==> config.mk <==
export PLATFORM = sky130hd
export DESIGN_NAME = dest_ip_tbl_arbiter
export DESIGN_NICKNAME = d
export VERILOG_FILES = /design/src/rtl/dest_ip_tbl_pkg.sv /design/src/rtl/dest_ip_tbl_arbiter.sv
export SDC_FILE = /design/constraint.sdc
export NUM_CORES = 1
export LEC_CHECK = 0
export ABC_AREA = 1
export ABC_CLOCK_PERIOD_IN_PS = 3150
export CORE_MARGIN = 2
export CORE_UTILIZATION = 50
export DETAILED_ROUTE_END_ITERATION = 16
export GPL_ROUTABILITY_DRIVEN = 1
export GPL_TIMING_DRIVEN = 0
export HOLD_SLACK_MARGIN = 0.02
export PLACE_DENSITY = 0.95
export SETUP_SLACK_MARGIN = 0.4
export SLEW_MARGIN = 20
export SYNTH_ARGS = -nofsm -noshare
export SYNTH_HDL_FRONTEND = slang
export SYNTH_SLANG_ARGS = --single-unit
==> constraint.sdc <==
create_clock -name AXI_ACLK -period 3.15 [get_ports AXI_ACLK]
set_clock_uncertainty 0.05 [all_clocks]
set_input_delay 0.63 -clock AXI_ACLK [delete_from_list [all_inputs] [get_ports AXI_ACLK]]
set_output_delay 0.63 -clock AXI_ACLK [all_outputs]
set_load 0.005 [all_outputs]
==> src/rtl/dest_ip_tbl_pkg.sv <==
// Shared types and helpers for the destination-IP table arbiter.
package dest_ip_tbl_pkg;

  localparam int TBL_ADDR_WIDTH = 5;

  typedef enum logic [1:0] {
    IDLE  = 2'd0,
    ISSUE = 2'd1,
    WAIT  = 2'd2,
    RESP  = 2'd3
  } state_t;

  typedef enum logic {
    SRC_SW  = 1'b0,
    SRC_LKP = 1'b1
  } src_t;

  // Bits needed to hold values 0..max_val (timeout and starvation counters).
  function automatic int cnt_width(input int max_val);
    return (max_val < 2) ? 1 : $clog2(max_val + 1);
  endfunction

endpackage

==> src/rtl/dest_ip_tbl_arbiter.sv <==
// Serialises software and lookup accesses onto the single-ported dest_ip table,
// lookup-first with a starvation guard, and a timeout for missing table acks.
module dest_ip_tbl_arbiter
  import dest_ip_tbl_pkg::*;
#(
  parameter int C_S_AXI_DATA_WIDTH = 32,
  parameter int MAX_STARVE         = 4,
  parameter int ACK_TIMEOUT        = 16
) (
  input  logic                          AXI_ACLK,
  input  logic                          AXI_RESETN,
  input  logic                          sw_req,
  input  logic                          sw_wr,
  input  logic [TBL_ADDR_WIDTH-1:0]     sw_addr,
  input  logic [C_S_AXI_DATA_WIDTH-1:0] sw_wdata,
  output logic                          sw_ack,
  output logic [C_S_AXI_DATA_WIDTH-1:0] sw_rdata,
  output logic                          sw_err,
  input  logic                          lkp_req,
  input  logic [TBL_ADDR_WIDTH-1:0]     lkp_addr,
  output logic                          lkp_ack,
  output logic [C_S_AXI_DATA_WIDTH-1:0] lkp_rdata,
  output logic                          lkp_err,
  output logic                          tbl_rd_req,
  output logic                          tbl_wr_req,
  output logic [TBL_ADDR_WIDTH-1:0]     tbl_rd_addr,
  output logic [TBL_ADDR_WIDTH-1:0]     tbl_wr_addr,
  output logic [C_S_AXI_DATA_WIDTH-1:0] tbl_wr_data,
  input  logic [C_S_AXI_DATA_WIDTH-1:0] tbl_rd_data,
  input  logic                          tbl_rd_ack,
  input  logic                          tbl_wr_ack,
  output logic                          busy,
  output logic [31:0]                   timeout_cnt
);

  localparam int TO_W = cnt_width(ACK_TIMEOUT);
  localparam int SV_W = cnt_width(MAX_STARVE);
  localparam logic [TO_W-1:0] TO_LAST = TO_W'(ACK_TIMEOUT - 1);
  localparam logic [SV_W-1:0] SV_MAX  = SV_W'(MAX_STARVE);
  localparam logic [C_S_AXI_DATA_WIDTH-1:0] DATA_ZERO = {C_S_AXI_DATA_WIDTH{1'b0}};

  state_t                          state_r;
  src_t                            src_r;
  logic                            wr_r;
  logic [TO_W-1:0]                 wait_cnt_r;
  logic [SV_W-1:0]                 starve_cnt_r;
  logic                            sw_ack_r, sw_err_r, lkp_ack_r, lkp_err_r;
  logic [C_S_AXI_DATA_WIDTH-1:0]   sw_rdata_r, lkp_rdata_r, tbl_wr_data_r;
  logic                            tbl_rd_req_r, tbl_wr_req_r, busy_r;
  logic [TBL_ADDR_WIDTH-1:0]       tbl_rd_addr_r, tbl_wr_addr_r;
  logic [31:0]                     timeout_cnt_r;
  logic                            lkp_win_s;
  logic                            ack_hit_s;

  // Grant decision and ack qualification for the access in flight.
  always_comb begin
    lkp_win_s = 1'b0;
    ack_hit_s = 1'b0;
    if (lkp_req && !(sw_req && (starve_cnt_r == SV_MAX))) begin
      lkp_win_s = 1'b1;
    end else begin
      lkp_win_s = 1'b0;
    end
    if (wr_r) begin
      ack_hit_s = tbl_wr_ack;
    end else begin
      ack_hit_s = tbl_rd_ack;
    end
  end

  // Access FSM with all outputs registered.
  always_ff @(posedge AXI_ACLK) begin
    if (!AXI_RESETN) begin
      state_r       <= IDLE;
      src_r         <= SRC_SW;
      wr_r          <= 1'b0;
      wait_cnt_r    <= {TO_W{1'b0}};
      starve_cnt_r  <= {SV_W{1'b0}};
      sw_ack_r      <= 1'b0;
      sw_err_r      <= 1'b0;
      sw_rdata_r    <= DATA_ZERO;
      lkp_ack_r     <= 1'b0;
      lkp_err_r     <= 1'b0;
      lkp_rdata_r   <= DATA_ZERO;
      tbl_rd_req_r  <= 1'b0;
      tbl_wr_req_r  <= 1'b0;
      tbl_rd_addr_r <= {TBL_ADDR_WIDTH{1'b0}};
      tbl_wr_addr_r <= {TBL_ADDR_WIDTH{1'b0}};
      tbl_wr_data_r <= DATA_ZERO;
      busy_r        <= 1'b0;
      timeout_cnt_r <= 32'd0;
    end else begin
      case (state_r)
        IDLE: begin
          if (sw_req || lkp_req) begin
            state_r <= ISSUE;
            busy_r  <= 1'b1;
            if (lkp_win_s) begin
              src_r         <= SRC_LKP;
              wr_r          <= 1'b0;
              tbl_rd_req_r  <= 1'b1;
              tbl_rd_addr_r <= lkp_addr;
              starve_cnt_r  <= sw_req ? (starve_cnt_r + 1'b1) : {SV_W{1'b0}};
            end else begin
              src_r        <= SRC_SW;
              wr_r         <= sw_wr;
              tbl_rd_req_r <= ~sw_wr;
              tbl_wr_req_r <= sw_wr;
              starve_cnt_r <= {SV_W{1'b0}};
              if (sw_wr) begin
                tbl_wr_addr_r <= sw_addr;
                tbl_wr_data_r <= sw_wdata;
              end else begin
                tbl_rd_addr_r <= sw_addr;
              end
            end
          end else begin
            starve_cnt_r <= {SV_W{1'b0}};
          end
        end
        ISSUE: begin
          tbl_rd_req_r <= 1'b0;
          tbl_wr_req_r <= 1'b0;
          wait_cnt_r   <= {TO_W{1'b0}};
          state_r      <= WAIT;
        end
        WAIT: begin
          // A real ack in the final counted cycle still completes without error.
          if (ack_hit_s || (wait_cnt_r == TO_LAST)) begin
            state_r <= RESP;
            if (src_r == SRC_LKP) begin
              lkp_ack_r   <= 1'b1;
              lkp_err_r   <= ~ack_hit_s;
              lkp_rdata_r <= ack_hit_s ? tbl_rd_data : DATA_ZERO;
            end else begin
              sw_ack_r   <= 1'b1;
              sw_err_r   <= ~ack_hit_s;
              sw_rdata_r <= (ack_hit_s && !wr_r) ? tbl_rd_data : DATA_ZERO;
            end
            if (!ack_hit_s) begin
              timeout_cnt_r <= timeout_cnt_r + 32'd1;
            end else begin
              timeout_cnt_r <= timeout_cnt_r;
            end
          end else begin
            wait_cnt_r <= wait_cnt_r + 1'b1;
          end
        end
        RESP: begin
          sw_ack_r    <= 1'b0;
          sw_err_r    <= 1'b0;
          sw_rdata_r  <= DATA_ZERO;
          lkp_ack_r   <= 1'b0;
          lkp_err_r   <= 1'b0;
          lkp_rdata_r <= DATA_ZERO;
          busy_r      <= 1'b0;
          state_r     <= IDLE;
        end
        default: begin
          state_r      <= IDLE;
          busy_r       <= 1'b0;
          tbl_rd_req_r <= 1'b0;
          tbl_wr_req_r <= 1'b0;
        end
      endcase
    end
  end

  assign sw_ack      = sw_ack_r;
  assign sw_rdata    = sw_rdata_r;
  assign sw_err      = sw_err_r;
  assign lkp_ack     = lkp_ack_r;
  assign lkp_rdata   = lkp_rdata_r;
  assign lkp_err     = lkp_err_r;
  assign tbl_rd_req  = tbl_rd_req_r;
  assign tbl_wr_req  = tbl_wr_req_r;
  assign tbl_rd_addr = tbl_rd_addr_r;
  assign tbl_wr_addr = tbl_wr_addr_r;
  assign tbl_wr_data = tbl_wr_data_r;
  assign busy        = busy_r;
  assign timeout_cnt = timeout_cnt_r;

endmodule

==> flow_summary_export.csv, run 1 <==
group,metric,value,unit
run_status,status,"completed",
worst_setup_path,critical_path_arrival,2530,ps
pwr,peakVddDrop,409,uV
yosys,synthSimpleGateAreaFrac,32.1,%
detailed_routing,detail-route-antenna-nets,0,
yosys,ys_types,33,
worst_setup_path,critPathMaxStageDelay,380,ps
sta,fmax,442,MHz
worst_setup_path,crit_chain,"ha_1 -> nand2_1 -> nor2_1 -> ha_1 -> nand2_2 -> nor2_8 -> nand2_2 -> nor2_1 -> nand4_1 -> nand2_1 -> nor2_1",
placed_design,place_area,9550,um2
finish,nets,1349,
detailed_routing,drt_iter0_drc,579,
finish,diodes,0,
detailed_routing,drt-total-wl,22100,um
placed_design,gp_congestion,0.973,
grt,grt_pass1_vias,7380,
die,io_pins,226,
hold_path,hp-class,"register to register",
cts,cts_buffer_depth,2,
yosys,yosysTopAreaCell,"dfxtp_1",
worst_setup_path,worst_ep_required_time,3420,ps
worst_setup_path,critPathLaunchType,"register",
yosys,synth_top_family_by_area,"simple AND/OR/NAND/NOR gates",
cts,cts.clk_slew.worst_paths,60,ps
sta,rsz0062_at_grt,"no",
die,die_x,123,um
cts,cts-root-buf,"clkbuf_16",
finish,drive_above_1_share,6.30,%
die,rows,43,
yosys,syn_avg_cell_area,6.97,um2
yosys,synthMuxAreaShare,0,%
yosys,synthAdderAreaFrac,1.77,%
pwr,p_int,0.00423,W
grt,grt_pass1_wl,34700,um
cts,cts-htree-levels,4,
grt,antenna_found_initial,0,
grt,globalRouteOverflowTotal,0,
pwr,pwr-share-seq,37.4,%
sta,final-setup-viol-count,0,
yosys,synth_xor_xnor_area_share,0.495,%
cts,hold_buffers,0,
yosys,syn_nets,1105,
sta,finalCritPeriodShare,71.8,%
worst_setup_path,slowest_stage,"dfxtp_1",
detailed_routing,drc,0,
sta,relSlewSlack,58.0,%
yosys,synth-compound-area-share,11.5,%
worst_setup_path,cpMostUsedCell,"nor2_1",
worst_setup_path,crit_path_end_kind,"register",
sta,drv_slew,0,
pwr,p_sw,0.00198,W
cts,cts_setup_buffers,0,
worst_setup_path,crit_family,"simple AND/OR/NAND/NOR gates",
die,start_util,51.1,%
placed_design,portBuffers,225,
worst_setup_path,worst-setup-path-type,"register to register",
yosys,seq_area_frac_synth,44.4,%
die,die_y,123,um
grt,grt_max_degree,17,
grt,grt.total_usage,29.4,%
sta,hold_viol_final,0,
pwr,p_sw_share,31.9,%
yosys,synth_seq_cells,157,
pwr,p_clk_share,33.1,%
die,die-area,15100,um2
yosys,syn_area,7070,um2
detailed_routing,wl_per_cell,15.3,um
sta,post-route-min-period,2260,ps
finish,finalInstanceArea,10100,um2
cts,clock_latency,420,ps
placed_design,dp_hpwl,16000,um
detailed_routing,vias,7679,
pwr,p_leak,3.95,nW
pwr,pwr-share-comb,29.5,%
pwr,power_density,612,nW/um2
yosys,ys_warn_count,0,
die,core-area,13800,um2
sta,hold_ws,408,ps
cts,cts_tree,"yes",
sta,tightest_slew,630,ps
yosys,synth.top_cell.area_share,44.4,%
cts,ctsResizeCount,0,
worst_setup_path,crit_fanout,8,
job,maxCapViolations,0,
cts,clock-sinks,157,
detailed_routing,viasPerCell,5.30,
worst_setup_path,crit_buf_inv,0,
finish,syn2layout_area_growth,43.5,%
sta,fin_setup_tns,0,ps
cts,numCtsBuffers,17,
yosys,netlist_instances,1014,
detailed_routing,drt_pass1_iterations,6,
yosys,synthTopCellsByArea,"dfxtp_1 44%, nand2_1 11%, nor2_1 9.3%",
[power by group through the flow]
stage	clock [W]	sequential [W]	combinational, W
6_report	0.00206	0.00232	0.00183
5_1_grt	0.00216	0.00235	0.00200
4_1_cts	0.00207	0.00232	0.00182
3_5_place_dp	0	0.00236	0.00179
3_3_place_gp	0	0.00235	0.00175
2_1_floorplan	0	0.00237	0.000984
[state kept, by name (all words and copies together) (netlist names), 2 cells and up]
| name | flops |
|---|---|
| tbl_wr_addr | 5 |
| starve_cnt_r | 3 |
| tbl_wr_data | 32 |
| timeout_cnt | 32 |
| wait_cnt_r | 5 |
| state_r | 2 |
| lkp_rdata | 32 |
| tbl_rd_addr | 5 |
| sw_rdata | 32 |
[layout make-up]
type | instances | area, um2
Buffer | 51 | 279
Inverter | 108 | 405
Clock inverter | 9 | 111
Tap cell | 180 | 225
Timing Repair Buffer | 225 | 2250
Sequential cell | 157 | 3140
Clock buffer | 22 | 484
Fill cell | 990 | 3680
Multi-Input combinational cell | 698 | 3240
[worst paths after layout]
path	cells past startpoint	slack [ps]	startpoint	endpoint
worst min register to register	2	410	tbl_wr_data[14]	tbl_wr_data[14]
worst max register to register	11	890	wait_cnt_r[0]	timeout_cnt[30]
worst max-delay path	11	890	wait_cnt_r[0]	timeout_cnt[30]
worst min-delay path	2	410	tbl_wr_data[14]	tbl_wr_data[14]
[metal layers]
| layer | global-route usage, % | up-vias | part of all wire (%) |
|---|---|---|---|
| li1 | - | 3726 | - |
| met1 | 32.4 | 3527 | 38 |
| met2 | 50.0 | 365 | 49 |
| met3 | 9.96 | 61 | 8.8 |
| met4 | 15.5 | 0 | 3.8 |
| met5 | 0 | - | 0 |
[worst min-delay path, cell delays in order, from the launching register on]
cell and delay (ps):
dfxtp_1 310, nand2_1 60, a21oi_1 50
[through the flow]
| stage | instances | util, % | total power, W | worst slack, ps |
|---|---|---|---|---|
| 3_5_place_dp | 1419 | 69.1 | 0.00415 | 640 |
| 6_report | 1450 | 73.4 | 0.00621 | 888 |
| 3_3_place_gp | 1419 | 69.1 | 0.00410 | 650 |
| 5_1_grt | 1450 | 73.4 | 0.00650 | 709 |
| 2_1_floorplan | 1014 | - | 0.00335 | 1330 |
| 4_1_cts | 1450 | 73.4 | 0.00621 | 953 |
[cells in the mapped netlist, drive strengths merged]
library cell,number
nand2,220
nor2,183
and3,1
nand3,93
xor2,3
o21ai,24
or2,1
a21oi,131
nand4,13
o22ai,1
buf,24
ha,10
o21a,2
dfxtp,157
inv,108
a211oi,2
nor3b,2
nor3,11
clkbuf,27
xnor2,1
[cell usage in the layout, fill, tap and decap left out, types with 8 or more instances in the layout]
cell               n
clkdlybuf4s50_1  225
nand2_1          210
nor2_1           175
dfxtp_1          157
a21oi_1          131
inv_1            105
nand3_1           91
clkbuf_1          28
o21ai_0           22
clkbuf_16         17
buf_2             13
nand4_1           13
nor3_1            11
ha_1              10
buf_6              8
[kinds of logic (layout without fill, tap and decap cells)]
kind of cell             after synthesis  in the layout
AND/OR/NAND/NOR                      524            524
AO/OA/AOI/OAI                        160            160
buffers and inverters                159            415
flip-flops                           157            157
adder cells (fa/ha/maj)               10             10
XOR/XNOR                               4              4
Note: power is estimated with default switching activity, not from simulation.
==> inputs of run 2 (changes only) <==
--- a/config.mk
+++ b/config.mk
@@ -6,14 +6,14 @@
 export NUM_CORES = 1
 export LEC_CHECK = 0
 export ABC_AREA = 1
-export ABC_CLOCK_PERIOD_IN_PS = 3150
+export ABC_CLOCK_PERIOD_IN_PS = 2110
 export CORE_MARGIN = 2
-export CORE_UTILIZATION = 50
+export CORE_UTILIZATION = 47
 export DETAILED_ROUTE_END_ITERATION = 16
 export GPL_ROUTABILITY_DRIVEN = 1
 export GPL_TIMING_DRIVEN = 0
 export HOLD_SLACK_MARGIN = 0.02
-export PLACE_DENSITY = 0.95
+export PLACE_DENSITY = 0.9
 export SETUP_SLACK_MARGIN = 0.4
 export SLEW_MARGIN = 20
 export SYNTH_ARGS = -nofsm -noshare
==> constraint.sdc (replaced) <==
create_clock -name AXI_ACLK -period 2.11 [get_ports AXI_ACLK]
set_clock_uncertainty 0.05 [all_clocks]
set_input_delay 0.422 -clock AXI_ACLK [delete_from_list [all_inputs] [get_ports AXI_ACLK]]
set_output_delay 0.422 -clock AXI_ACLK [all_outputs]
set_load 0.005 [all_outputs]
==> run 2 against run 1 <==
  * Hold slack got worse by 88 ps
  * Critical path depth increased by 2
  * Count of clock-buffer cells in the layout decreased by 2
  * Final cell count increased by 6.3%
  * Sequential share of layout area decreased by 5.3 points
  * Core utilization increased by 13 points
  * Cell area increased by 24%
  * Die area increased by 6.2%
  * Critical path type unchanged
==> flow_summary_export.csv, run 2 (synthesis results as in run 1) <==
group,metric,value,unit
cts,clock_latency,440,ps
worst_setup_path,critPathLaunchType,"register",
finish,drive_above_1_share,33.5,%
finish,finalInstanceArea,12600,um2
sta,tightest_slew,729,ps
detailed_routing,drc,0,
run_status,status,"completed",
detailed_routing,drt_iter0_drc,1107,
placed_design,dp_hpwl,16300,um
cts,cts_tree,"yes",
pwr,p_clk_share,29.5,%
worst_setup_path,worst_ep_required_time,2440,ps
worst_setup_path,crit_path_end_kind,"register",
cts,numCtsBuffers,17,
job,maxCapViolations,0,
finish,syn2layout_area_growth,78.3,%
detailed_routing,wl_per_cell,22.6,um
detailed_routing,detail-route-antenna-nets,0,
detailed_routing,drt_pass1_iterations,6,
grt,antenna_found_initial,1,
die,rows,44,
pwr,p_sw,0.00445,W
grt,grt.total_usage,30.0,%
worst_setup_path,critPathMaxStageDelay,370,ps
hold_path,hp-class,"primary input to register",
die,die_y,127,um
grt,grt_max_degree,17,
die,core-area,14600,um2
worst_setup_path,critical_path_arrival,2390,ps
worst_setup_path,crit_chain,"ha_4 -> nand2_4 -> nor2_4 -> ha_4 -> nor2_4 -> nand2_4 -> nand2_8 -> nor2_4 -> buf_12 -> buf_12 -> buf_12 -> nand2_2 -> a21oi_2",
grt,globalRouteOverflowTotal,0,
worst_setup_path,worst-setup-path-type,"register to register",
die,die-area,16000,um2
sta,drv_slew,0,
sta,rsz0062_at_grt,"yes",
sta,post-route-min-period,2060,ps
sta,fin_setup_tns,0,ps
pwr,peakVddDrop,767,uV
pwr,p_int,0.00773,W
pwr,power_density,966,nW/um2
cts,cts.clk_slew.worst_paths,70,ps
finish,final_common_cell,"nand2_1",
cts,cts-root-buf,"clkbuf_16",
die,start_util,48.3,%
sta,finalCritPeriodShare,97.8,%
grt,grt_pass1_vias,8056,
sta,fmax,484,MHz
pwr,p_sw_share,36.5,%
cts,cts-htree-levels,4,
sta,relSlewSlack,51.4,%
finish,nets,1436,
cts,cts_buffer_depth,2,
die,die_x,127,um
finish,n_fill_cell,620,
finish,final_cell_mix,"148 x nand2_1, 145 x dlygate4sd2_1, 138 x nor2_1",
pwr,pwr-share-comb,41.3,%
detailed_routing,vias,9371,
detailed_routing,drt-total-wl,34800,um
detailed_routing,viasPerCell,6.08,
die,io_pins,226,
placed_design,portBuffers,225,
pwr,p_leak,5.79,nW
placed_design,place_area,9590,um2
pwr,pwr-share-seq,29.2,%
placed_design,gp_congestion,0.906,
cts,clock-sinks,157,
worst_setup_path,crit_fanout,5,
worst_setup_path,slowest_stage,"dfxtp_4",
sta,final-setup-viol-count,0,
sta,hold_viol_final,0,
grt,grt_pass1_wl,38600,um
run 2: cell count changes in the layout (fill, tap and decap cells not counted), sizes merged:
cell	change
dlygate4sd2	+145
dlymetal6s2s	+1
nand2	+1
clkdlybuf4s50	-146
clkbuf	+8
buf	+76
inv	-1
diode	+1
bufinv	+4
clkinv	+3
clkinvlp	-4
run 2: critical path: cells and delay by family, from the launching register on:
family | cells | cell delay, ps
AO/OA/AOI/OAI | 1 | 180
flip-flops | 1 | 370
buffers and inverters | 3 | 400
adder cells (fa/ha/maj) | 2 | 340
AND/OR/NAND/NOR | 7 | 670
run 2: worst paths after layout:
kind / from / to / slack, ps / cells past startpoint
hold reg to reg: tbl_wr_data[6] / tbl_wr_data[6] / 410 / 2
setup reg to reg: wait_cnt_r[0] / sw_rdata[10] / 50 / 13
hold / removal: sw_req / starve_cnt_r[1] / 320 / 3
setup / recovery: wait_cnt_r[0] / sw_rdata[10] / 50 / 13
run 2: power groups by stage:
stage / logic (W) / clock network (W) / registers [W]
finish: 0.00503 / 0.00359 / 0.00356
global route: 0.00516 / 0.00368 / 0.00357
CTS: 0.00337 / 0.00350 / 0.00347
detailed placement: 0.00268 / 0 / 0.00353
global placement: 0.00262 / 0 / 0.00352
floorplan: 0.00147 / 0 / 0.00354
run 2: metrics by stage:
stage                     instances  total power [W]  util (%)  hold WS, ps  setup slack (ps)
after floorplan                1014          0.00501         -          390               372
after global placement         1423          0.00614      65.5          398              -163
after detailed placement       1423          0.00621      65.5          403              -216
after CTS                      1501           0.0103      74.9          407               268
after global routing           1542           0.0124      86.1          325             -3.34
final                          1542           0.0122      86.1          320              45.5
run 2: layout make-up:
type | count | area [um2] | area share [%]
timing repair buffer | 311 | 3100 | 24.6
sequential | 157 | 3240 | 25.7
clock buffer | 20 | 447 | 3.54
multi-input combinational | 699 | 4490 | 35.6
clock inverter | 11 | 215 | 1.71
tap | 184 | 230 | 1.83
buffer | 51 | 470 | 3.73
antenna | 1 | 2.50 | 0.0198
inverter | 108 | 423 | 3.35
run 2: repair_timing:
item | in CTS | in global routing
gates resized for setup | 310 | 321
hold buffers | 0 | 0
pin swaps | 23 | 80
endpoints found under the hold margin | 0 | 0
gates cloned | 4 | 13
setup endpoints to repair | 284 | 144
setup buffers | 43 | 27
run 2: metal layers:
metal  track usage (%)  part of all wire, %  vias to the layer above
met4              14.4                  8.6                        0
met1              31.6                   32                     4339
met2              53.6                   48                      849
met5                 0                    0                        -
li1                  -                    -                     3898
met3              10.3                   11                      285
